==> src/rtl/carrier_accumulator_pkg.sv <==
// Shared tracking definitions: sign-magnitude product widths used by the
// carrier wipe-off multiplier and the integrate-and-dump FSM encoding.
package carrier_accumulator_pkg;

  localparam int SM_SAMPLE_WIDTH = 5;
  localparam int SM_MAG_WIDTH    = 4;

  typedef enum logic {
    SYNC  = 1'b0,
    ACCUM = 1'b1
  } acc_state_t;

endpackage

==> src/rtl/carrier_accumulator_sm_to_twos.sv <==
// Combinational sign-magnitude to two's-complement converter, sign-extended
// to OUT_WIDTH bits; negative zero maps to 0.
module sm_to_twos
  import carrier_accumulator_pkg::*;
#(
  parameter int OUT_WIDTH = 20
) (
  input  logic        [SM_SAMPLE_WIDTH-1:0] sm,
  output logic signed [OUT_WIDTH-1:0]       value
);

  logic signed [OUT_WIDTH-1:0] mag_ext;

  always_comb begin
    mag_ext = {{(OUT_WIDTH-SM_MAG_WIDTH){1'b0}}, sm[SM_MAG_WIDTH-1:0]};
    value   = sm[SM_SAMPLE_WIDTH-1] ? -mag_ext : mag_ext;
  end

endmodule

==> src/rtl/carrier_accumulator.sv <==
// Integrate-and-dump stage: saturating running sum of converted products,
// dumped into a held result register with a valid/ack handshake.
module carrier_accumulator
  import carrier_accumulator_pkg::*;
#(
  parameter int ACC_WIDTH = 20
) (
  input  logic                        clk,
  input  logic                        reset_n,
  input  logic                        sample_valid,
  input  logic [SM_SAMPLE_WIDTH-1:0]  sample,
  input  logic                        dump,
  output logic signed [ACC_WIDTH-1:0] result,
  output logic                        result_valid,
  input  logic                        result_ack,
  output logic                        overrun,
  output logic                        saturated
);

  // Symmetric limits, so the most-negative code is never produced.
  localparam logic signed [ACC_WIDTH:0] SUM_MAX = {2'b00, {(ACC_WIDTH-1){1'b1}}};
  localparam logic signed [ACC_WIDTH:0] SUM_MIN = -SUM_MAX;

  acc_state_t                  state_reg;
  logic signed [ACC_WIDTH-1:0] acc_reg;
  logic                        sat_pending_reg;

  logic signed [ACC_WIDTH-1:0] conv_value;
  logic signed [ACC_WIDTH-1:0] addend;
  logic signed [ACC_WIDTH:0]   sum_wide;
  logic signed [ACC_WIDTH-1:0] sum_next;
  logic                        clip_next;
  logic                        ack_taken;

  sm_to_twos #(
    .OUT_WIDTH(ACC_WIDTH)
  ) u_sm_to_twos (
    .sm   (sample),
    .value(conv_value)
  );

  always_comb begin
    addend    = sample_valid ? conv_value : '0;
    sum_wide  = {acc_reg[ACC_WIDTH-1], acc_reg} + {addend[ACC_WIDTH-1], addend};
    sum_next  = sum_wide[ACC_WIDTH-1:0];
    clip_next = 1'b0;
    if (sum_wide > SUM_MAX) begin
      sum_next  = SUM_MAX[ACC_WIDTH-1:0];
      clip_next = 1'b1;
    end else if (sum_wide < SUM_MIN) begin
      sum_next  = SUM_MIN[ACC_WIDTH-1:0];
      clip_next = 1'b1;
    end
    ack_taken = result_valid & result_ack;
  end

  always_ff @(posedge clk or negedge reset_n) begin
    if (!reset_n) begin
      state_reg       <= SYNC;
      acc_reg         <= '0;
      sat_pending_reg <= 1'b0;
      result          <= '0;
      result_valid    <= 1'b0;
      overrun         <= 1'b0;
      saturated       <= 1'b0;
    end else begin
      if (ack_taken) begin
        result_valid <= 1'b0;
        overrun      <= 1'b0;
      end
      case (state_reg)
        SYNC: begin
          // The first period is partial, so nothing is integrated until a dump aligns us.
          acc_reg         <= '0;
          sat_pending_reg <= 1'b0;
          if (dump) state_reg <= ACCUM;
        end
        ACCUM: begin
          if (dump) begin
            // The boundary sample closes the period being dumped.
            result          <= sum_next;
            result_valid    <= 1'b1;
            saturated       <= sat_pending_reg | clip_next;
            acc_reg         <= '0;
            sat_pending_reg <= 1'b0;
            if (result_valid && !result_ack) overrun <= 1'b1;
          end else begin
            acc_reg         <= sum_next;
            sat_pending_reg <= sat_pending_reg | clip_next;
          end
        end
        default: state_reg <= SYNC;
      endcase
    end
  end

endmodule

==> config.mk <==
export PLATFORM = sky130hd
export DESIGN_NAME = carrier_accumulator
export DESIGN_NICKNAME = d
export VERILOG_FILES = /design/src/rtl/carrier_accumulator_pkg.sv /design/src/rtl/carrier_accumulator_sm_to_twos.sv /design/src/rtl/carrier_accumulator.sv
export SDC_FILE = /design/constraint.sdc
export NUM_CORES = 1
export LEC_CHECK = 0
export BUFFER_PORTS_ARGS = -buffer_cell sky130_fd_sc_hd__clkbuf_2
export CAP_MARGIN = 30
export CORE_MARGIN = 3
export CORE_UTILIZATION = 55
export DETAILED_ROUTE_END_ITERATION = 12
export GPL_TIMING_DRIVEN = 0
export PLACE_DENSITY_LB_ADDON = 0.25
export SYNTH_ARGS = -nofsm -noshare
export SYNTH_HDL_FRONTEND = slang
export SYNTH_SLANG_ARGS = --single-unit
==> constraint.sdc <==
create_clock -name clk -period 5.2 [get_ports clk]
set_clock_uncertainty 0.05 [all_clocks]
set_input_delay 0.52 -clock clk [delete_from_list [all_inputs] [get_ports clk]]
set_output_delay 0.52 -clock clk [all_outputs]
set_load 0.05 [all_outputs]
==> results of run 1 <==
## cell type report
cell class	count	share of cell area
well taps	70	0.0258
repair buffers	33	0.0531
clock buffers	6	0.0214
multi-input cells	264	0.530
inverters	10	0.0111
clock inverters	2	0.00295
flip-flops and latches	45	0.332
plain buffers	10	0.0236
## cell families after synthesis
logic type	count (synthesis)	synth area share
AO/OA/AOI/OAI	111	0.263
flip-flops	45	0.370
XOR/XNOR	16	0.0485
adder cells (fa/ha/maj)	23	0.0970
multiplexers	3	0.0140
buffers and inverters	20	0.0386
AND/OR/NAND/NOR	111	0.169
## layer usage
| layer | wire, um | GRT usage | share of wire |
|---|---|---|---|
| met1 | 3470 | 0.346 | 0.47 |
| met2 | 3440 | 0.406 | 0.47 |
| met3 | 397 | 0.0325 | 0.054 |
| met4 | 91 | 0.0659 | 0.012 |
| met5 | 0 | 0 | 0 |
## final timing paths
kind	to	slack [ns]	start	cells past startpoint
max	acc_reg[13]$_DFF_PN0_	1.18	sample[0]	13
min	acc_reg[14]$_DFF_PN0_	0.12	reset_n	1
max reg2reg	result[0]$_DFFE_PN0P_	1.87	acc_reg[0]$_DFF_PN0_	10
min reg2reg	result[15]$_DFFE_PN0P_	0.45	result[15]$_DFFE_PN0P_	2
max in group asynchronous	result[10]$_DFFE_PN0P_	4.46	reset_n	2
min in group clk	flip-flop	0.35	result_ack	2
## power by group
part	switching (mW)	total (mW)	internal, mW	leakage, nW
Sequential	0.0454	0.483	0.437	0.568
Combinational	0.523	0.755	0.232	1.05
Clock	0.118	0.211	0.0933	0.0450
Total	0.686	1.45	0.762	1.66
## synth_stat cells (3+ instances only)
master,n,area [sq um]
sky130_fd_sc_hd__xnor2_1,10,87.6
sky130_fd_sc_hd__nand3_1,4,20.0
sky130_fd_sc_hd__a21boi_0,3,22.5
sky130_fd_sc_hd__ha_1,22,275
sky130_fd_sc_hd__nor3_1,5,25.0
sky130_fd_sc_hd__o21ai_1,8,40.0
sky130_fd_sc_hd__nor2_1,32,120
sky130_fd_sc_hd__a211oi_1,4,30.0
sky130_fd_sc_hd__a211oi_2,4,50.1
sky130_fd_sc_hd__buf_6,4,45.0
sky130_fd_sc_hd__clkbuf_1,4,15.0
sky130_fd_sc_hd__inv_1,10,37.5
sky130_fd_sc_hd__a21o_1,6,45.0
sky130_fd_sc_hd__nor2b_1,3,18.8
sky130_fd_sc_hd__xor2_1,5,43.8
sky130_fd_sc_hd__nand2b_1,4,25.0
sky130_fd_sc_hd__nand2_1,40,150
sky130_fd_sc_hd__o21bai_1,3,22.5
sky130_fd_sc_hd__a21oi_1,36,180
sky130_fd_sc_hd__a31oi_1,4,25.0
sky130_fd_sc_hd__and2_1,7,43.8
sky130_fd_sc_hd__a22o_1,7,61.3
sky130_fd_sc_hd__a21oi_2,3,26.3
sky130_fd_sc_hd__or2_2,3,18.8
sky130_fd_sc_hd__dfrtp_1,45,1130
sky130_fd_sc_hd__o21ai_0,11,55.1
## critical path, stage by stage
cell and delay [ns]:
sky130_fd_sc_hd__clkbuf_2 0.10, sky130_fd_sc_hd__inv_1 0.04, sky130_fd_sc_hd__ha_1 0.19, sky130_fd_sc_hd__a21oi_1 0.64, sky130_fd_sc_hd__ha_1 0.42, sky130_fd_sc_hd__a21oi_1 0.22
sky130_fd_sc_hd__o21ai_1 0.15, sky130_fd_sc_hd__a311o_1 0.42, sky130_fd_sc_hd__o32ai_4 0.39, sky130_fd_sc_hd__mux2i_4 0.43, sky130_fd_sc_hd__or2b_2 0.37, sky130_fd_sc_hd__buf_6 0.16
sky130_fd_sc_hd__nor2_1 0.13
## layout by cell type (no fill, tap or decap), drive strengths merged, types with 8 or more instances in the layout
cell type  count
a211oi         8
a21oi         39
and2           8
clkbuf        42
dfrtp         45
ha            22
inv           10
nand2         41
nor2          32
o21ai         19
xnor2         10
## per-stage QoR
stage	hold WS (ns)	setup WS, ns
final	0.117	1.18
after CTS	0.146	1.18
after floorplan	0.174	1.62
after global placement	0.420	0.931
after global routing	0.147	0.862
after detailed placement	0.431	0.874
==> results summary, run 1 <==
The run finished with clean final reports. The critical path class is in -> reg. The area overhead of the layout relative to synthesis is 11.5%.

The count of buffers inserted at the top-level ports came out at 32. Pin placement for this block handled 33 I/O pins. The non-filler instance count after layout came out at 440.

The synthesized net count is 362. The residual antenna-violating net count after detailed routing is 0. The worst endpoint data arrival time came out at 4.21 ns. The floorplan step defined a die boundary enclosing 6460 sq um.

The filler cell count is 393. After synthesis the cells add up to 3040 sq um. The starting density of the core came out at 0.581. The congestion estimate from routability-driven global placement came to 0.877. The number of hold violations in the final report came out at 0. The sequential cell area in the final layout came out at 1130 sq um. The placement-stage cell area came out at 3310 sq um.

The post-route fraction of the period consumed by the critical path is 0.774. The number of rows in the core area is 26. After clock tree synthesis, the clock-pin slew on the worst setup and hold paths is 0.08 ns. At the pin with the least slew margin, the transition time is 0.826 ns.

The worst min-delay path class is in -> async. Detailed placement finished with a half-perimeter wire length of 5670 um. The worst setup path is captured at a flip-flop. The area of the core is 5240 sq um.

Counting flops with an async set or reset pin after synthesis yields a share of 1.00. The maximum number of pins on one net before global-route repair is 27. The tree is rooted in a sky130_fd_sc_hd__clkbuf_8.

The die span in y came out at 80.4 um. The number of nets in the final layout is 402. The number of antenna cells inserted is 0.

The post-synthesis average cell area is 9.25 sq um. The first global-routing pass estimated 12400 um of wire. At the worst endpoint, the required time is 5.38 ns. In the final routed layout, each cell accounts on average for 16.8 um. The accumulated negative setup slack came out at 0 ns. The number of vias per cell after detailed routing came out at 5.92. Counting every sink on the clock net gives 45. The overall fraction of global-route tracks in use came out at 0.248. Setup repair after global routing left no endpoint under its margin. Once placement completed, the tool counted placed cells totaling 432. IR analysis of the VDD net gives a maximum drop of 0.000299 V.

For this run, the leading register cell type out of synthesis is sky130_fd_sc_hd__dfrtp_1. Once the clock tree was built, the setup fixing pass inserted 0 buffers. The number of setup violations in the final report came out at 0. The cell leakage power came out at 1.66 nW. The number of buffers between clock root and the deepest sink came out at 2. Once layout is complete, the utilization of the core stands at 0.648. The number of clock buffers added by TritonCTS is 5. The number of synthesis warnings is 0. The number of global-route vias before repair came to 2493. The number of instances resized during post-cts repair is 0. The tool flagged a number of max-cap violations equal to 0. The clock latency on the worst-skew pair is 0.30 ns. Dividing total power by cell area gives a power density of 427 nW/um^2. The DRC marker count from the first detailed-route iteration came out at 194.

The leftover overflow at the end of global routing is 0. STA classifies the critical path startpoint as an input port. The DRC violation count after routing is 0. The power consumption is 1.45 mW.

The routed via count is 2603. The TritonCTS clock tree is yes. The highest clock frequency the design can meet is 0.248 GHz. The number of antenna violations at the first check in global routing is 0.

The number of flops mapped to enable cells by yosys came out at 0. For the finished layout, the period the worst path requires is 4.02 ns. In this run the tightest slew margin relative to its limit is 0.449. The width of the die is 80.4 um. The total of flip-flops plus latches after synthesis came out at 45. The count of unique library cells instantiated by Yosys is 62.

Summed over all layers, the routed wires come to 7400 um. The number of iterations in the first detailed-routing pass came out at 5. The cell area after layout is 3390 sq um. In this run the number of H-tree levels came out at 2.

The sequential-to-total area share from yosys stat came out at 0.370. The quantity of hold-fixing buffers added after cts came out at 0. The ratio of cells with drive above 1 in the final layout came out at 0.186.

The multi-input logic area is 1800 sq um. The max-slew violation count came out at 0. The highest fanout seen on the critical path is 10. Synthesis produced 329 cells.
No activity file was read; power rests on OpenSTA's default activity.
==> run 2: changes to the inputs <==
- ABC_AREA: default -> 1
- CORE_UTILIZATION: 55 -> 54
- clock period: 5.2 -> 3.4 ns (I/O delays scaled with it)
==> run 2 against run 1 <==
Largest cell class unchanged. First-iteration DRC count rose by 16%. Non-clock buffer count up 3. Largest power group unchanged. Wire length grew 9.2%. Cell count grew 36%. Register-to-register slack lost 1.4 ns. Die area rose by 9.4%. Global-route usage is 0.58 points lower.
==> results summary, run 2 <==
The placer congestion estimate is 0.953 (+8.7%). The total of flip-flops plus latches after synthesis is 45 (unchanged). The number of hold violations in the final report is 0 (unchanged). The sequential-to-total area share from yosys stat is 0.342 (-0.0281). The number of antenna cells inserted came out at 0 (unchanged).

The cell with the most instances after synthesis is sky130_fd_sc_hd__nand2_1. The number of setup violations in the final report is 0 (unchanged). The highest fanout seen on the critical path is 10 (unchanged). The accumulated negative setup slack is 0 ns (unchanged). The top cell types in the final layout, fill and taps aside, are sky130_fd_sc_hd__nand2_1 (187), sky130_fd_sc_hd__inv_1 (68), sky130_fd_sc_hd__dfrtp_1 (45), sky130_fd_sc_hd__nor2_1 (41), sky130_fd_sc_hd__clkbuf_2 (32). The run finished with clean final reports. The DRC marker count from the first detailed-route iteration came to 226 (+16%).

The synthesized instance count is 482 (+47%). The overall fraction of global-route tracks in use is 0.243 (-0.00578). Of the available clock period, the critical path in the final layout requires 0.917. TritonCTS built the clock tree. The die footprint was 7070 sq um (+9.4%). The number of vias per cell after detailed routing came out at 5.23 (-12%). The number of rows in the core area is 27 (+3.8%). The post-synthesis async set-or-reset flop share came out at 1.00 (unchanged).

The area share of the largest cell type after synthesis is 0.342 (-0.0281). The ratio of cells with drive above 1 in the final layout came out at 0.142 (-0.0442). The count of unique library cells instantiated by Yosys is 32 (-48%). After synthesis, the most frequently instantiated cells are sky130_fd_sc_hd__nand2_1 (188), sky130_fd_sc_hd__inv_1 (68), sky130_fd_sc_hd__dfrtp_1 (45). The cell taking the most area after synthesis is sky130_fd_sc_hd__dfrtp_1. Clock tree synthesis selected as its root buffer the cell sky130_fd_sc_hd__clkbuf_8. The die span in y came out at 84.1 um (+4.6%). The area of the core was 5710 sq um (+9.0%). The number of global-route vias before repair is 3066 (+23%). The worst vdd rail ir drop is 0.000767 V (+160%).

The number of flops mapped to enable cells by yosys came out at 0 (unchanged). The tightest min-delay check is of the in -> reg type. In the post-synthesis netlist, the biggest area contributors are sky130_fd_sc_hd__dfrtp_1 (34%), sky130_fd_sc_hd__nand2_1 (21%), sky130_fd_sc_hd__ha_1 (8.4%), sky130_fd_sc_hd__inv_1 (7.7%), sky130_fd_sc_hd__nor2_1 (4.7%).

STA classifies the critical path endpoint as a flip-flop. The worst-margin pin slew is 0.593 ns (-0.233 ns). The minimum clock period after layout came out at 3.12 ns. The number of iterations in the first detailed-routing pass came out at 4 (-1). The half-perimeter wire length after placement is 6430 um (+13%). The global-route wire length before repair is 14000 um (+13%).

The clock latency on the worst-skew pair is 0.30 ns (about the same). The worst hold slack is 0.161 ns (+0.0441 ns). The total CTS buffers is 5 (unchanged). The clock sink total came out at 45 (unchanged). The final core utilization is 0.652 (+0.00431). The leftover overflow at the end of global routing came out at 0 (unchanged). The critical path is of the in -> reg type. The number of buffers between clock root and the deepest sink came to 2 (unchanged). The area of the mapped netlist was 3290 sq um (+8.2%). The starting density of the core is 0.577 (-0.00419).

The count of maximum capacitance violations was 0 (unchanged). The placement-stage cell area is 3570 sq um (+7.9%). The area growth from synthesis to layout is 13.1%. The count of buffers inserted at the top-level ports was 32 (unchanged). The post-detailed-route wirelength per cell is 13.5 um (-20%). The number of nets in the final layout came out at 559 (+39%). The wire length after detailed routing came to 8080 um (+9.2%). The power consumption is 3.43 mW (+140%). The worst slew margin relative to its limit came out at 0.605 (+0.156). The highest clock frequency the design can meet is 0.321 GHz. The width of the die came to 84.1 um (+4.6%).

The cell area after layout is 3720 sq um (+9.7%). The required time of the critical path came out at 3.57 ns (-1.81 ns). The maximum number of pins on one net before global-route repair was 25 (-7.4%). The post-synthesis average cell area is 6.83 sq um (-26%). The clock input transition at the sequential cells of the worst setup and hold paths is 0.08 ns (about the same).

The startpoint class of the critical path is an input port. The worst endpoint data arrival time was 3.29 ns (-0.92 ns). The H-tree depth was 2 (unchanged).

The residual antenna-violating net count after detailed routing came to 0 (unchanged). The library cell used most frequently in the layout, excluding fill and tap cells, is sky130_fd_sc_hd__nand2_1. The synthesized net count came out at 515 (+42%). The number of antenna violations at the first check in global routing is 0 (unchanged). The cell leakage power is 2.21 nW (+33%). The routed via count is 3135 (+20%). The power per cell area was 921 nW/um^2 (+120%). The number of synthesis warnings came out at 0 (unchanged). Among all flip-flop cells after synthesis, the most frequent one is sky130_fd_sc_hd__dfrtp_1.

The max-slew violation count is 0 (unchanged). The top-level port count came out at 33 (unchanged). The DRC violation count after routing is 0 (unchanged).
-- run 2: layer usage --
metal  vias up  share of wire  GRT usage
li1       1598              -          -
met1      1455           0.46      0.333
met2        67           0.48      0.412
met3        15          0.045     0.0207
met4         0          0.017     0.0629
met5         -              0          0
-- run 2: kinds of logic (layout without fill, tap and decap cells) --
logic type | after synthesis | after routing | share of synthesized area
AO/OA/AOI/OAI | 45 | 45 | 0.0805
XOR/XNOR | 5 | 5 | 0.0133
adder cells (fa/ha/maj) | 23 | 23 | 0.0896
buffers and inverters | 79 | 124 | 0.0987
flip-flops | 45 | 45 | 0.342
AND/OR/NAND/NOR | 285 | 285 | 0.376
-- run 2: layout make-up --
type                    instances  area (sq um)
fillers                       489          1980
multi-input cells             358          1870
flip-flops and latches         45          1130
inverters                      70           263
repair buffers                 37           220
well taps                      72          90.1
clock buffers                   5          68.8
plain buffers                   9          62.6
clock inverters                 3          22.5
-- run 2: stage by stage --
stage               worst slack (ns)  cells
global placement              -0.135    586
detailed placement            -0.172    587
finish                         0.281    599
CTS                            0.117    596
global route                -0.00787    599
floorplan                      0.523    482
-- run 2: critical path: stages --
cell and delay (ns):
sky130_fd_sc_hd__clkbuf_2 0.11, sky130_fd_sc_hd__nor3_2 0.24, sky130_fd_sc_hd__ha_1 0.27, sky130_fd_sc_hd__o21ai_0 0.15, sky130_fd_sc_hd__a21oi_1 0.07, sky130_fd_sc_hd__ha_2 0.35, sky130_fd_sc_hd__buf_4 0.11, sky130_fd_sc_hd__nand2_1 0.08
sky130_fd_sc_hd__inv_1 0.08, sky130_fd_sc_hd__nand2_1 0.05, sky130_fd_sc_hd__nand2_1 0.05, sky130_fd_sc_hd__nand2_1 0.08, sky130_fd_sc_hd__nand2_1 0.07, sky130_fd_sc_hd__nand2_1 0.09, sky130_fd_sc_hd__nand3_2 0.09, sky130_fd_sc_hd__inv_2 0.04
sky130_fd_sc_hd__o21ai_2 0.11, sky130_fd_sc_hd__xor2_1 0.26, sky130_fd_sc_hd__nand2_2 0.17, sky130_fd_sc_hd__buf_6 0.19, sky130_fd_sc_hd__nand2_1 0.06, sky130_fd_sc_hd__nand2_1 0.08, sky130_fd_sc_hd__o21ai_2 0.14
-- run 2: final timing paths --
| check | from | end | slack, ns | depth (start not counted) |
|---|---|---|---|---|
| setup / recovery | sample[2] | result[1]$_DFFE_PN0P_ | 0.28 | 23 |
| hold / removal | result_ack | flip-flop | 0.16 | 2 |
| setup reg to reg | acc_reg[0]$_DFF_PN0_ | result[12]$_DFFE_PN0P_ | 0.51 | 19 |
| hold reg to reg | result[4]$_DFFE_PN0P_ | result[4]$_DFFE_PN0P_ | 0.44 | 2 |
| max in group asynchronous | reset_n | acc_reg[14]$_DFF_PN0_ | 2.25 | 3 |
| min in group asynchronous | reset_n | result[6]$_DFFE_PN0P_ | 0.53 | 2 |
-- run 2: power by group --
group          switching [mW]  internal, mW  total [mW]  leakage, nW
clock network           0.191         0.144       0.335       0.0364
registers               0.140         0.769       0.909        0.566
logic                    1.52         0.669        2.19         1.61
total                    1.85          1.58        3.43         2.21
-- run 2: timing repair --
item | in CTS | in global routing
hold buffers | 1 | 0
hold endpoints to repair | 21 | 0
resized for setup | 0 | 6
buffers inserted | 0 | 3
setup endpoints to repair | 0 | 40
==> run 3: changes to the inputs <==
- REMOVE_ABC_BUFFERS: default -> 1
==> run 3 against run 2 <==
Count of clock-buffer cells in the layout rose by 1. Final area rose by 1.5%. Combinational power barely moved. Largest power group unchanged. Power rose by 1.8%. Critical path type unchanged.
==> results summary, run 3 (same netlist as run 2, synthesis figures left out) <==
The area of the core is 5710 sq um (unchanged). The worst-margin pin slew is 0.531 ns (-0.0624 ns). The cell leakage power is 2.22 nW (+0.35%). By instance count, the cell type seen most on the critical path is sky130_fd_sc_hd__nand2_1. The DRC marker count from the first detailed-route iteration is 236 (+4.4%). The count of buffers inserted at the top-level ports was 32 (unchanged). The placer congestion estimate is 0.934 (-2.0%). The startpoint identified for the worst hold timing path is result_ack. The power per cell area is 924 nW/um^2 (+0.32%). The cell area after layout came out at 3780 sq um (+1.5%). The area overhead of the layout relative to synthesis came out at 14.7%. The ratio of cells with drive above 1 in the final layout came out at 0.150 (+0.00769). The library cell used most frequently in the layout, excluding fill and tap cells, is sky130_fd_sc_hd__nand2_1. The number of iterations in the first detailed-routing pass was 5 (+1).

The post-detailed-route wirelength per cell came out at 13.4 um (-0.80%). The highest fanout seen on the critical path is 10 (unchanged). The top-level port count came out at 33 (unchanged).

The reg2reg setup slack is 0.43 ns (-0.08 ns). The critical path in this run is classified as in -> reg. The worst hold slack is 0.166 ns (+0.00501 ns). The global-route wire length before repair is 13000 um (-7.5%).

The number of buffers between clock root and the deepest sink came out at 2 (unchanged). TritonCTS built the clock tree. The clock input transition at the sequential cells of the worst setup and hold paths came to 0.08 ns (about the same).

Setup repair after global routing left no endpoint under its margin. The total CTS buffers came out at 5 (unchanged). The worst vdd rail ir drop is 0.000618 V (-19%). The max-slew violation count is 0 (unchanged). The clock sink total came out at 45 (unchanged). The leftover overflow at the end of global routing is 0 (unchanged). The number of antenna violations at the first check in global routing is 0 (unchanged). The H-tree depth is 2 (unchanged).

The routed via count is 3078 (-1.8%). The critical path buffer and inverter count is 2 (-3). The worst slew margin relative to its limit came to 0.644 (+0.0394).

The maximum number of pins on one net before global-route repair came out at 31 (+24%). The filler cell count is 475 (-2.9%). The worst min-delay path class is in -> reg. The width of the die is 84.1 um (unchanged). The number of global-route vias before repair is 2818 (-8.1%). The top cell types in the final layout, fill and taps aside, are sky130_fd_sc_hd__nand2_1 (186), sky130_fd_sc_hd__inv_1 (67), sky130_fd_sc_hd__dfrtp_1 (45), sky130_fd_sc_hd__nor2_1 (40), sky130_fd_sc_hd__clkbuf_2 (32). The die footprint came out at 7070 sq um (unchanged). The critical path starts at sample[2]. The required time of the critical path is 3.55 ns (-0.02 ns). The post-route fraction of the period consumed by the critical path is 0.921 (+0.00385).

The DRC violation count after routing is 0 (unchanged). The half-perimeter wire length after placement is 5820 um (-9.5%). The number of antenna cells inserted is 0 (unchanged).

The wire length after detailed routing came out at 7920 um (-2.0%). The minimum clock period after layout is 3.13 ns (+0.0131 ns). The number of hold violations in the final report is 0 (unchanged). The number of setup violations in the final report was 0 (unchanged). The endpoint type of the worst setup path is a flip-flop. The sequential cell area in the final layout came out at 1130 sq um (unchanged). On the critical path, the stage with the largest delay is an instance of sky130_fd_sc_hd__ha_2. The residual antenna-violating net count after detailed routing is 0 (unchanged). The worst endpoint data arrival time is 3.28 ns (about the same). The placement-stage cell area is 3530 sq um (-1.2%). The multi-input logic area is 1950 sq um (+4.3%). The flow ran to the end, and the final reports show no timing, DRC or antenna violations. The number of nets in the final layout is 552 (-1.3%). In this run the clock root is driven by a sky130_fd_sc_hd__clkbuf_8.

In this run the critical register-to-register path is launched from acc_reg[0]$_DFF_PN0_. The number of rows in the core area came out at 27 (unchanged). The peak per-stage delay on the critical path is 0.38 ns (+0.03 ns). The accumulated negative setup slack is 0 ns (unchanged).

The worst setup path is launched from an input port. The overall fraction of global-route tracks in use came out at 0.225 (-0.0179). The die span in y came out at 84.1 um (unchanged). The count of maximum capacitance violations came out at 0 (unchanged).

The starting density of the core came out at 0.577 (unchanged). The highest clock frequency the design can meet came out at 0.319 GHz (-0.42%). The kind of cell adding the most delay to the critical path is simple AND/OR/NAND/NOR gates. The clock latency on the worst-skew pair came out at 0.30 ns (about the same). The number of vias per cell after detailed routing is 5.20 (-0.66%).
-- run 3: cell types whose count changed in the layout (fill, tap and decap cells not counted), moves of 2 or more --
cell                         delta
sky130_fd_sc_hd__buf_4          -2
sky130_fd_sc_hd__buf_6          -2
sky130_fd_sc_hd__clkbuf_1       -4
sky130_fd_sc_hd__clkinvlp_4     -2
sky130_fd_sc_hd__ha_1           -2
sky130_fd_sc_hd__ha_2           +2
sky130_fd_sc_hd__nand2_4        +3
sky130_fd_sc_hd__xor2_1         -2
sky130_fd_sc_hd__xor2_4         +2
-- run 3: timing repair --
action,4_1_cts,5_1_grt
cloned,0,2
buffers inserted,0,2
pin swaps,0,3
endpoints found under the setup margin,40,40
hold buffers,1,0
endpoints found under the hold margin,15,0
gates resized for setup,3,15
-- run 3: through the flow --
stage / power (mW) / util / cells / setup WS, ns
floorplan: 2.46 / - / 473 / 0.277
global placement: 2.88 / 0.610 / 577 / -0.700
detailed placement: 2.92 / 0.618 / 579 / -0.731
CTS: 3.35 / 0.641 / 588 / 0.0655
global route: 3.78 / 0.662 / 592 / 0.0277
finish: 3.49 / 0.662 / 592 / 0.268
-- run 3: cell type report --
cell class                      instances  share of cell area
Inverter                               70              0.0705
Timing Repair Buffer                   37              0.0616
Multi-Input combinational cell        360               0.517
Sequential cell                        45               0.298
Clock buffer                            6              0.0192
Clock inverter                          2              0.0103
Tap cell                               72              0.0238
-- run 3: path summary, 6_finish.rpt --
| check | end | cells past startpoint |
|---|---|---|
| worst max-delay path | result[16]$_DFFE_PN0P_ | 25 |
| worst min-delay path | flip-flop | 2 |
| worst max register to register | result[16]$_DFFE_PN0P_ | 18 |
| worst min register to register | flip-flop | 1 |
| max in group asynchronous | acc_reg[13]$_DFF_PN0_ | 3 |
| min in group asynchronous | state_reg$_DFF_PN0_ | 2 |
-- run 3: metal layers --
layer | wire length, um | track usage | vias to the layer above
met5 | 0 | 0 | -
met4 | 117 | 0.0585 | 0
met3 | 356 | 0.0247 | 14
met2 | 3550 | 0.354 | 88
met1 | 3900 | 0.329 | 1385
li1 | - | - | 1591
-- run 3: worst register-to-register path, cell delays in order, from the launching register on --
cell,delay [ns]
sky130_fd_sc_hd__dfrtp_1,0.38
sky130_fd_sc_hd__ha_1,0.29
sky130_fd_sc_hd__fa_1,0.46
sky130_fd_sc_hd__nand3_1,0.12
sky130_fd_sc_hd__nand2_1,0.13
sky130_fd_sc_hd__nand2_1,0.10
sky130_fd_sc_hd__nand2_1,0.07
sky130_fd_sc_hd__nand2_1,0.13
sky130_fd_sc_hd__nand2_1,0.07
sky130_fd_sc_hd__nor2_1,0.11
sky130_fd_sc_hd__nand3_1,0.08
sky130_fd_sc_hd__nor2_1,0.16
sky130_fd_sc_hd__nand4_1,0.12
sky130_fd_sc_hd__nand2_2,0.16
sky130_fd_sc_hd__nand2_4,0.13
sky130_fd_sc_hd__nand2_1,0.14
sky130_fd_sc_hd__nand2_1,0.07
sky130_fd_sc_hd__nand2_1,0.06
sky130_fd_sc_hd__nand2_1,0.05
-- run 3: where the power goes --
group          switching [mW]  internal, mW
Sequential              0.111         0.768
Combinational            1.57         0.646
Clock                   0.180         0.221
Total                    1.86          1.63
